--- config.mk ---
export PLATFORM = sky130hd
export DESIGN_NAME = contador_modular_param
export DESIGN_NICKNAME = d
export VERILOG_FILES = /design/src/rtl/contador_modular_param.sv
export SDC_FILE = /design/constraint.sdc
export NUM_CORES = 1
export LEC_CHECK = 0
export CORE_MARGIN = 2
export CORE_UTILIZATION = 40
export DETAILED_ROUTE_END_ITERATION = 16
export HOLD_SLACK_MARGIN = 0.02
export PLACE_DENSITY_LB_ADDON = 0.3
export SLEW_MARGIN = 10
export SYNTH_ARGS = -nofsm -noshare
export SYNTH_HDL_FRONTEND = slang
export SYNTH_SLANG_ARGS = --single-unit
--- constraint.sdc ---
create_clock -name clk -period 5.6 [get_ports clk]
set_input_delay 1.12 -clock clk [delete_from_list [all_inputs] [get_ports clk]]
set_output_delay 1.12 -clock clk [all_outputs]
set_load 0.02 [all_outputs]
--- src/rtl/contador_modular_param.sv ---
// Parametrised up/down modulo counter with programmable bounds, load and four
// end-of-range modes (wrap, saturate, ping-pong, one-shot).
module contador_modular_param #(
  parameter int WIDTH       = 4,
  parameter int RESET_VALUE = 0
) (
  input  logic             clk,
  input  logic             resetar,
  input  logic             en,
  input  logic             decrescente,
  input  logic [1:0]       mode,
  input  logic             load,
  input  logic [WIDTH-1:0] load_value,
  input  logic [WIDTH-1:0] min_value,
  input  logic [WIDTH-1:0] max_value,
  output logic [WIDTH-1:0] count,
  output logic             tc,
  output logic             dir,
  output logic             done,
  output logic             cfg_err
);

  localparam logic [1:0]       MODE_WRAP = 2'b00;
  localparam logic [1:0]       MODE_SAT  = 2'b01;
  localparam logic [1:0]       MODE_PP   = 2'b10;
  localparam logic [1:0]       MODE_ONE  = 2'b11;
  localparam logic [WIDTH-1:0] RST_VAL   = WIDTH'(RESET_VALUE);
  localparam logic [WIDTH-1:0] ONE       = WIDTH'(1);

  logic [WIDTH-1:0] count_r, count_nxt_s;
  logic             tc_r, tc_nxt_s;
  logic             dir_r;
  logic             done_r, done_nxt_s;
  logic             pp_dir_r, pp_dir_nxt_s;
  logic             d_s;
  logic [WIDTH-1:0] start_s, term_s;
  logic             oor_s;

  function automatic logic [WIDTH-1:0] clamp(input logic [WIDTH-1:0] v,
                                             input logic [WIDTH-1:0] lo,
                                             input logic [WIDTH-1:0] hi);
    logic [WIDTH-1:0] r;
    if (v < lo) begin
      r = lo;
    end else if (v > hi) begin
      r = hi;
    end else begin
      r = v;
    end
    return r;
  endfunction

  assign cfg_err = (min_value > max_value);
  assign d_s     = (mode == MODE_PP) ? pp_dir_r : decrescente;
  assign start_s = d_s ? max_value : min_value;
  assign term_s  = d_s ? min_value : max_value;
  assign oor_s   = (count_r < min_value) || (count_r > max_value);

  // Next-state selection in precedence order: load, config error, range, step.
  always_comb begin
    count_nxt_s  = count_r;
    tc_nxt_s     = 1'b0;
    done_nxt_s   = done_r;
    pp_dir_nxt_s = (mode == MODE_PP) ? pp_dir_r : decrescente;
    if (load) begin
      count_nxt_s = clamp(load_value, min_value, max_value);
      done_nxt_s  = 1'b0;
    end else if (cfg_err) begin
      count_nxt_s = count_r;
    end else if (!en) begin
      count_nxt_s = count_r;
    end else if (oor_s) begin
      count_nxt_s = start_s;
    end else if (count_r != term_s) begin
      count_nxt_s = d_s ? (count_r - ONE) : (count_r + ONE);
    end else begin
      case (mode)
        MODE_WRAP: begin
          count_nxt_s = start_s;
          tc_nxt_s    = 1'b1;
        end
        MODE_SAT: begin
          count_nxt_s = count_r;
        end
        MODE_PP: begin
          // Degenerate one-value range keeps count but still bounces direction.
          if (min_value == max_value) begin
            count_nxt_s = count_r;
          end else begin
            count_nxt_s = d_s ? (min_value + ONE) : (max_value - ONE);
          end
          pp_dir_nxt_s = ~pp_dir_r;
          tc_nxt_s     = 1'b1;
        end
        MODE_ONE: begin
          if (!done_r) begin
            done_nxt_s = 1'b1;
            tc_nxt_s   = 1'b1;
          end else begin
            done_nxt_s = done_r;
          end
        end
        default: begin
          count_nxt_s = count_r;
        end
      endcase
    end
  end

  // State and output registers.
  always_ff @(posedge clk or posedge resetar) begin
    if (resetar) begin
      count_r  <= RST_VAL;
      tc_r     <= 1'b0;
      dir_r    <= 1'b0;
      done_r   <= 1'b0;
      pp_dir_r <= 1'b0;
    end else begin
      count_r  <= count_nxt_s;
      tc_r     <= tc_nxt_s;
      dir_r    <= d_s;
      done_r   <= done_nxt_s;
      pp_dir_r <= pp_dir_nxt_s;
    end
  end

  assign count = count_r;
  assign tc    = tc_r;
  assign dir   = dir_r;
  assign done  = done_r;

endmodule

==> flow_metrics.env, run 1 <==
export IMPL_status="finished, final reports clean"
export IMPL_yosys_warnings=0
export IMPL_synth_edf_count=0
export IMPL_antenna_found_initial=0
export IMPL_hold_buffers=0
export IMPL_clkLatencyLatePin_ns=0.22
export IMPL_drt_pre_antenna_iters=4
export IMPL_die_w_um=66.2
export IMPL_start_kind="input pin"
export IMPL_die_y_um=66.2
export IMPL_cts_setup_buffers=0
export IMPL_fin_skew_ns=0.00243
export IMPL_syn_avg_cell_area_um2=7.65
export IMPL_r2r_start="pp_dir_r"
export IMPL_syn2layout_area_growth_pct=20.4
export IMPL_synth_seq_cells=8
export IMPL_path_max_fanout=6
export IMPL_die_area_um2=4380
export IMPL_drtIter0Drc=147
export IMPL_grt_pass1_wl_mm=7.07
export IMPL_diodes=0
export IMPL_arrival_ns=3.47
export IMPL_max_cap_viol_count=0
export IMPL_vias_per_cell=5.96
export IMPL_p_leak_nw=0.787
export IMPL_rr_endpoint="count[3]"
export IMPL_hold_depth=1
export IMPL_syn_num_nets=244
export IMPL_slew_viol_final=0
export IMPL_power_per_cell_area_nw_per_um2=235
export IMPL_overflow=0
export IMPL_wl_mm=4.35
export IMPL_num_vias=1616
export IMPL_dpl_hpwl_mm=3.48
export IMPL_cts_num_sinks=8
export IMPL_ys_seq_area_share_pct=13.0
export IMPL_io_pins=27
export IMPL_port_buffers=26
export IMPL_placed_cells=268
export IMPL_root_buffer="clkbuf_8"
export IMPL_drive_gt1_share_pct=6.28
export IMPL_worstHoldStart="done"
export IMPL_critPathCaptureType="output pin"
export IMPL_grt_pass1_vias=1494
export IMPL_synth_cell_types=49
export IMPL_cts_resized=0
export IMPL_grt_usage_pct=20.9
export IMPL_cts_buffers=3
export IMPL_initial_core_util_pct=41.9
export IMPL_max_freq_mhz=218
export IMPL_core_um2=3690
export IMPL_critical_path_required_ns=4.48
export IMPL_reg2reg_depth=8
export IMPL_maxSlewHeadroom_pct=64.3
export IMPL_period_share_pct=82.0
export IMPL_num_nets_final=267
export IMPL_setup_viol=0
export IMPL_hold_violations=0
export IMPL_cts_tree="built"
export IMPL_critical_path_class="in2out"
export IMPL_rrSetupSlack_ns=2.88
export IMPL_synth_main_ff_cell="dfrtp_1"
export IMPL_whs_endpoint="done"
export IMPL_num_fill_cells=354
export IMPL_critPathLaunch="max_value[1]"
export IMPL_syn_inst=202
export IMPL_rsz0062_at_grt="false"
export IMPL_grt_max_degree=13
export IMPL_ant_nets=0
export IMPL_route_detailed_drc=0
export IMPL_path_clk_slew_ns=0.04
export IMPL_worst_pin_slew_ns=0.536
export IMPL_h_tree_depth=1
export IMPL_hold_class="reg2reg"
export IMPL_num_rows=22
export IMPL_wl_per_cell_um=16.0
export IMPL_netlist_area_um2=1550
export IMPL_multi_input_area_um2=1230
export IMPL_seqCellArea_um2=200
export IMPL_period_minus_slack_ns=4.59
export IMPL_ctsLongestPathBuffers=2
export IMPL_tns_ns=0
export IMPL_finalNonFillerCells=271
export IMPL_place_gp_congestion=0.881
export IMPL_vdd_drop_max_v=0.000102
export IMPL_synth_async_reset_ratio_pct=100
[power by group]
| part | internal, mW | switching [mW] | total [mW] |
|---|---|---|---|
| clock | 0.0463 | 0.0200 | 0.0664 |
| sequential | 0.0682 | 0.0257 | 0.0939 |
| combinational | 0.126 | 0.151 | 0.277 |
| total | 0.240 | 0.197 | 0.438 |
[Yosys cell counts (4+ instances only)]
master / instances / area, um^2
nor2b_1: 4 / 25.0
nand2b_1: 6 / 37.5
ha_1: 22 / 275
nor3_1: 11 / 55.1
clkbuf_1: 4 / 15.0
a31oi_1: 5 / 31.3
o211ai_1: 8 / 60.1
inv_1: 17 / 63.8
o21ai_0: 11 / 55.1
mux2i_1: 4 / 40.0
nor2_1: 12 / 45.0
xnor2_1: 4 / 35.0
a211oi_1: 7 / 52.6
dfrtp_1: 8 / 200
nand2_1: 13 / 48.8
a21oi_1: 18 / 90.1
[stage by stage]
step | utilization [%] | total power, mW | setup slack (ns) | cell area, um^2 | hold slack, ns
after detailed placement | 49.3 | 0.369 | 1.00 | 1820 | 0.523
final | 50.4 | 0.438 | 1.01 | 1860 | 0.532
after global routing | 50.4 | 0.478 | 0.855 | 1860 | 0.557
after CTS | 50.4 | 0.437 | 0.999 | 1860 | 0.536
after global placement | 49.3 | 0.369 | 1.11 | 1820 | 0.517
after floorplan | - | 0.286 | 2.12 | 1550 | 0.620
[logic make-up after synthesis]
kind of cell               Yosys count  share of synthesized area [%]
muxes                                4                           2.59
and+or+nand+nor                     66                           23.6
DFF                                  8                           13.0
adders and majority gates           23                           19.1
xor gates and xnor gates             6                           3.40
AOI/OAI and AO/OA                   69                           30.8
buffers and inverters               26                           7.53
[cell type report]
type / instances / share of cell area (%)
timing repair buffer: 26 / 14.0
multi-input combinational: 168 / 66.0
inverter: 18 / 3.77
sequential: 8 / 10.8
tap: 48 / 3.23
clock buffer: 3 / 2.22
[layer usage]
metal	share of wire, %	routed length (um)	GRT usage, %
met1	46	2020	29.1
met2	45	1960	33.1
met3	7.1	310	4.09
met4	1.5	65	4.85
met5	0	0	0
[critical path, cell delays in order]
cell and delay (ns):
clkdlybuf4s50_1 0.59, inv_1 0.17, ha_1 0.32, nor2b_1 0.13, o21a_1 0.12, o21ai_0 0.07, a21oi_1 0.29, clkdlybuf4s50_1 0.66
[how the worst max path moves through the flow]
stage | end | cells after the start
after CTS | cfg_err | 8
after floorplan | cfg_err | 6
after detailed placement | cfg_err | 8
after global routing | cfg_err | 8
after global placement | cfg_err | 8
final | cfg_err | 8
[sequential cells by signal, summed over array words and instances, names as in the netlist]
register,count
dir,1
count,4
done,1
pp_dir_r,1
tc,1
[layout by cell type (no fill, tap or decap), types with 5 or more instances in the layout]
| master | Yosys | final |
|---|---|---|
| nor3_1 | 11 | 11 |
| a31oi_1 | 5 | 5 |
| ha_1 | 22 | 22 |
| clkdlybuf4s50_1 | 0 | 26 |
| a211oi_1 | 7 | 7 |
| inv_1 | 17 | 17 |
| nand2b_1 | 6 | 6 |
| dfrtp_1 | 8 | 8 |
| nand2_1 | 13 | 13 |
| o21ai_0 | 11 | 11 |
| o211ai_1 | 8 | 8 |
| nor2_1 | 12 | 12 |
| a21oi_1 | 18 | 18 |
Power figures use the tool's default switching activity.
==> inputs of run 2 (changes only) <==
clock period = 3.9 ns   (was 5.6 ns; I/O delays follow)
==> flow_metrics.env, run 2 (synthesis results as in run 1) <==
export IMPL_place_gp_congestion=0.882
export IMPL_grt_pass1_vias=1525
export IMPL_period_share_pct=92.4
export IMPL_core_um2=3690
export IMPL_cts_tree="built"
export IMPL_start_kind="input pin"
export IMPL_tns_ns=0
export IMPL_die_w_um=66.2
export IMPL_total_power_mw=0.638
export IMPL_root_buffer="clkbuf_8"
export IMPL_die_y_um=66.2
export IMPL_final_cell_mix="clkdlybuf4s50_1 (26), ha_1 (22), a21oi_1 (18)"
export IMPL_num_rows=22
export IMPL_cts_setup_buffers=0
export IMPL_antenna_found_initial=0
export IMPL_largest_reg_flops=4
export IMPL_r2r_start="pp_dir_r"
export IMPL_hold_buffers=0
export IMPL_clkLatencyLatePin_ns=0.22
export IMPL_overflow=0
export IMPL_maxSlewHeadroom_pct=64.7
export IMPL_hold_class="reg2reg"
export IMPL_critical_path_required_ns=3.12
export IMPL_critical_path_class="in2out"
export IMPL_finalNonFillerCells=282
export IMPL_final_common_cell="clkdlybuf4s50_1"
export IMPL_h_tree_depth=1
export IMPL_vdd_drop_max_v=0.000207
export IMPL_num_nets_final=278
export IMPL_setup_viol=0
export IMPL_hold_ws_ns=0.536
export IMPL_slew_viol_final=0
export IMPL_max_freq_mhz=278
export IMPL_ant_nets=0
export IMPL_postLayoutCoreUtil_pct=52.7
export IMPL_p_leak_nw=0.839
export IMPL_reg2reg_depth=8
export IMPL_cts_num_sinks=8
export IMPL_ctsLongestPathBuffers=2
export IMPL_wl_per_cell_um=15.6
export IMPL_endpoint="cfg_err"
export IMPL_initial_core_util_pct=41.9
export IMPL_rr_endpoint="count[3]"
export IMPL_drive_gt1_share_pct=10.7
export IMPL_num_vias=1676
export IMPL_wl_mm=4.39
export IMPL_status="finished, final reports clean"
export IMPL_period_minus_slack_ns=3.60
export IMPL_drtIter0Drc=143
export IMPL_arrival_ns=2.82
export IMPL_setup_slack_ns=0.298
export IMPL_placed_cells=279
export IMPL_fin_skew_ns=0.00441
export IMPL_cts_resized=0
export IMPL_die_area_um2=4380
export IMPL_place_ws_ns=0.305
export IMPL_vias_per_cell=5.94
export IMPL_route_detailed_drc=0
export IMPL_path_clk_slew_ns=0.04
export IMPL_grt_max_degree=13
export IMPL_rrSetupSlack_ns=1.33
export IMPL_diodes=0
export IMPL_dpl_hpwl_mm=3.56
export IMPL_critPathLaunch="max_value[3]"
export IMPL_fin_area_um2=1940
export IMPL_grt_usage_pct=21.5
export IMPL_worstHoldStart="done"
export IMPL_cts_buffers=3
export IMPL_power_per_cell_area_nw_per_um2=329
export IMPL_grt_pass1_wl_mm=7.28
export IMPL_rsz0062_at_grt="false"
export IMPL_path_max_fanout=7
export IMPL_port_buffers=26
export IMPL_hold_violations=0
export IMPL_dpl_cell_area_um2=1900
export IMPL_drt_pre_antenna_iters=4
export IMPL_io_pins=27
export IMPL_worst_pin_slew_ns=0.530
export IMPL_syn2layout_area_growth_pct=25.7
export IMPL_critPathCaptureType="output pin"
export IMPL_max_cap_viol_count=0
run 2: cell type report:
type                            count  area, um^2
Fill cell                         366        1750
Inverter                           18        70.1
Multi-Input combinational cell    168        1230
Sequential cell                     8         200
Tap cell                           48        60.1
Clock buffer                        3        41.3
Timing Repair Buffer               37         343
run 2: worst min-delay path by stage:
| stage | to | slack (ns) | cells past startpoint |
|---|---|---|---|
| after floorplan | count[0] | 0.60 | 1 |
| after global placement | done | 0.51 | 1 |
| after detailed placement | done | 0.52 | 1 |
| after CTS | done | 0.53 | 1 |
| after global routing | done | 0.57 | 1 |
| final | done | 0.54 | 1 |
run 2: routing by layer:
layer,GRT usage [%],vias to the layer above,wire length (um),share of wire [%]
li1,-,819,-,-
met1,28.5,773,1890,43
met2,35.4,79,2030,46
met3,5.62,5,407,9.3
met4,3.32,0,61,1.4
met5,0,-,0,0
run 2: critical path, stage by stage:
cell and delay (ns):
clkdlybuf4s50_1 0.64, inv_1 0.16, ha_1 0.31, nand4_1 0.09, inv_1 0.07, a21oi_1 0.15, clkdlybuf4s50_1 0.62
run 2: where the power goes:
part           total [mW]  leakage [nW]  internal [mW]  switching (mW)
Sequential          0.133        0.0979         0.0979          0.0353
Combinational       0.409         0.720          0.191           0.219
Clock              0.0960        0.0216         0.0666          0.0294
==> inputs of run 3 (changes only) <==
CORE_MARGIN = default   (was 2)
==> flow_metrics.env, run 3 (synthesis results as in run 1) <==
export IMPL_status="finished, final reports clean"
export IMPL_final_cell_mix="clkdlybuf4s50_1 (26), ha_1 (22), a21oi_1 (18)"
export IMPL_p_comb_share_pct=63.6
export IMPL_arrival_ns=2.79
export IMPL_grt_usage_pct=22.2
export IMPL_hold_violations=0
export IMPL_wl_mm=4.29
export IMPL_pwr_share_seq_pct=20.7
export IMPL_num_nets_final=277
export IMPL_drive_gt1_share_pct=10.3
export IMPL_seqCellArea_um2=200
export IMPL_cts_tree="built"
export IMPL_die_y_um=64.2
export IMPL_largest_reg_flops=4
export IMPL_cts_resized=0
export IMPL_total_power_mw=0.644
export IMPL_grt_pass1_wl_mm=6.97
export IMPL_critical_path_required_ns=3.12
export IMPL_grt_max_degree=13
export IMPL_clkLatencyLatePin_ns=0.23
export IMPL_path_max_fanout=5
export IMPL_max_cap_viol_count=0
export IMPL_setup_viol=0
export IMPL_power_per_cell_area_nw_per_um2=333
export IMPL_critical_path_class="in2out"
export IMPL_endpoint="cfg_err"
export IMPL_dpl_hpwl_mm=3.45
export IMPL_ant_nets=0
export IMPL_slew_viol_final=0
export IMPL_grt_pass1_vias=1428
export IMPL_rr_endpoint="count[3]"
export IMPL_start_kind="input pin"
export IMPL_diodes=0
export IMPL_p_int_mw=0.355
export IMPL_period_minus_slack_ns=3.57
export IMPL_rrSetupSlack_ns=1.23
export IMPL_reg2reg_depth=8
export IMPL_worst_pin_slew_ns=0.495
export IMPL_p_leak_nw=0.834
export IMPL_num_vias=1614
export IMPL_die_area_um2=4120
export IMPL_fin_skew_ns=0.00212
export IMPL_maxSlewHeadroom_pct=67.0
export IMPL_tns_ns=0
export IMPL_cts_setup_buffers=0
export IMPL_worstHoldStart="done"
export IMPL_io_pins=27
export IMPL_rsz0062_at_grt="false"
export IMPL_num_fill_cells=353
export IMPL_vdd_drop_max_v=0.000166
export IMPL_antenna_found_initial=0
export IMPL_drt_pre_antenna_iters=4
export IMPL_route_detailed_drc=0
export IMPL_overflow=0
export IMPL_final_common_cell="clkdlybuf4s50_1"
export IMPL_core_um2=3690
export IMPL_place_gp_congestion=0.856
export IMPL_cts_num_sinks=8
export IMPL_h_tree_depth=1
export IMPL_syn2layout_area_growth_pct=25.3
export IMPL_cts_buffers=3
export IMPL_hold_class="reg2reg"
export IMPL_net_switching_power_mw=0.289
export IMPL_num_rows=22
export IMPL_root_buffer="clkbuf_8"
export IMPL_clkPwrFrac_pct=15.6
export IMPL_drtIter0Drc=136
export IMPL_max_freq_mhz=280
export IMPL_period_share_pct=91.6
export IMPL_port_buffers=26
export IMPL_critPathCaptureType="output pin"
export IMPL_critPathLaunch="max_value[1]"
export IMPL_wl_per_cell_um=15.2
export IMPL_r2r_start="pp_dir_r"
export IMPL_ctsLongestPathBuffers=2
export IMPL_path_clk_slew_ns=0.04
export IMPL_switching_share_pct=44.8
export IMPL_hold_buffers=0
export IMPL_die_w_um=64.2
export IMPL_initial_core_util_pct=41.9
export IMPL_vias_per_cell=5.74
export IMPL_multi_input_area_um2=1230
run 3: cell types whose count changed in the layout (fill, tap and decap cells not counted), sizes merged:
cell and change:
buf -1
run 3: power by group through the flow:
stage | clock network [mW] | registers (mW) | logic (mW)
after floorplan | 0 | 0.136 | 0.274
after detailed placement | 0 | 0.136 | 0.407
final | 0.101 | 0.133 | 0.410
after global routing | 0.107 | 0.137 | 0.459
after CTS | 0.102 | 0.135 | 0.409
after global placement | 0 | 0.135 | 0.404
run 3: how the worst min path moves through the flow:
stage | endpoint | slack [ns] | cells after the start
after global routing | done | 0.54 | 1
after floorplan | count[0] | 0.60 | 1
after CTS | done | 0.53 | 1
after detailed placement | done | 0.52 | 1
final | done | 0.53 | 1
after global placement | done | 0.51 | 1
run 3: critical path: stages:
cell	delay, ns
clkdlybuf4s50_1	0.48
inv_1	0.12
ha_1	0.31
nor2b_1	0.12
o21a_1	0.10
o21ai_0	0.06
a21oi_1	0.19
clkdlybuf4s50_1	0.63
run 3: cell type report:
type	count	area share (%)
sequential	8	10.3
multi-input combinational	168	63.5
clock buffer	3	2.13
timing repair buffer	36	17.3
inverter	18	3.62
tap	48	3.10
run 3: routing by layer:
metal | vias to the layer above | GRT usage (%) | share of wire (%)
met3 | 14 | 5.18 | 7.4
li1 | 817 | - | -
met1 | 720 | 30.1 | 46
met5 | - | 0 | 0
met2 | 63 | 34.4 | 43
met4 | 0 | 7.22 | 2.8
run 3: per-stage QoR:
| step | area (um^2) | hold slack, ns | worst slack [ns] | util [%] | instances |
|---|---|---|---|---|---|
| 2_1_floorplan | 1550 | 0.596 | 1.03 | - | 202 |
| 4_1_cts | 1940 | 0.527 | 0.313 | 52.5 | 281 |
| 5_1_grt | 1940 | 0.542 | 0.199 | 52.5 | 281 |
| 3_3_place_gp | 1890 | 0.506 | 0.352 | 51.4 | 278 |
| 3_5_place_dp | 1890 | 0.519 | 0.323 | 51.4 | 278 |
| 6_report | 1940 | 0.527 | 0.326 | 52.5 | 281 |
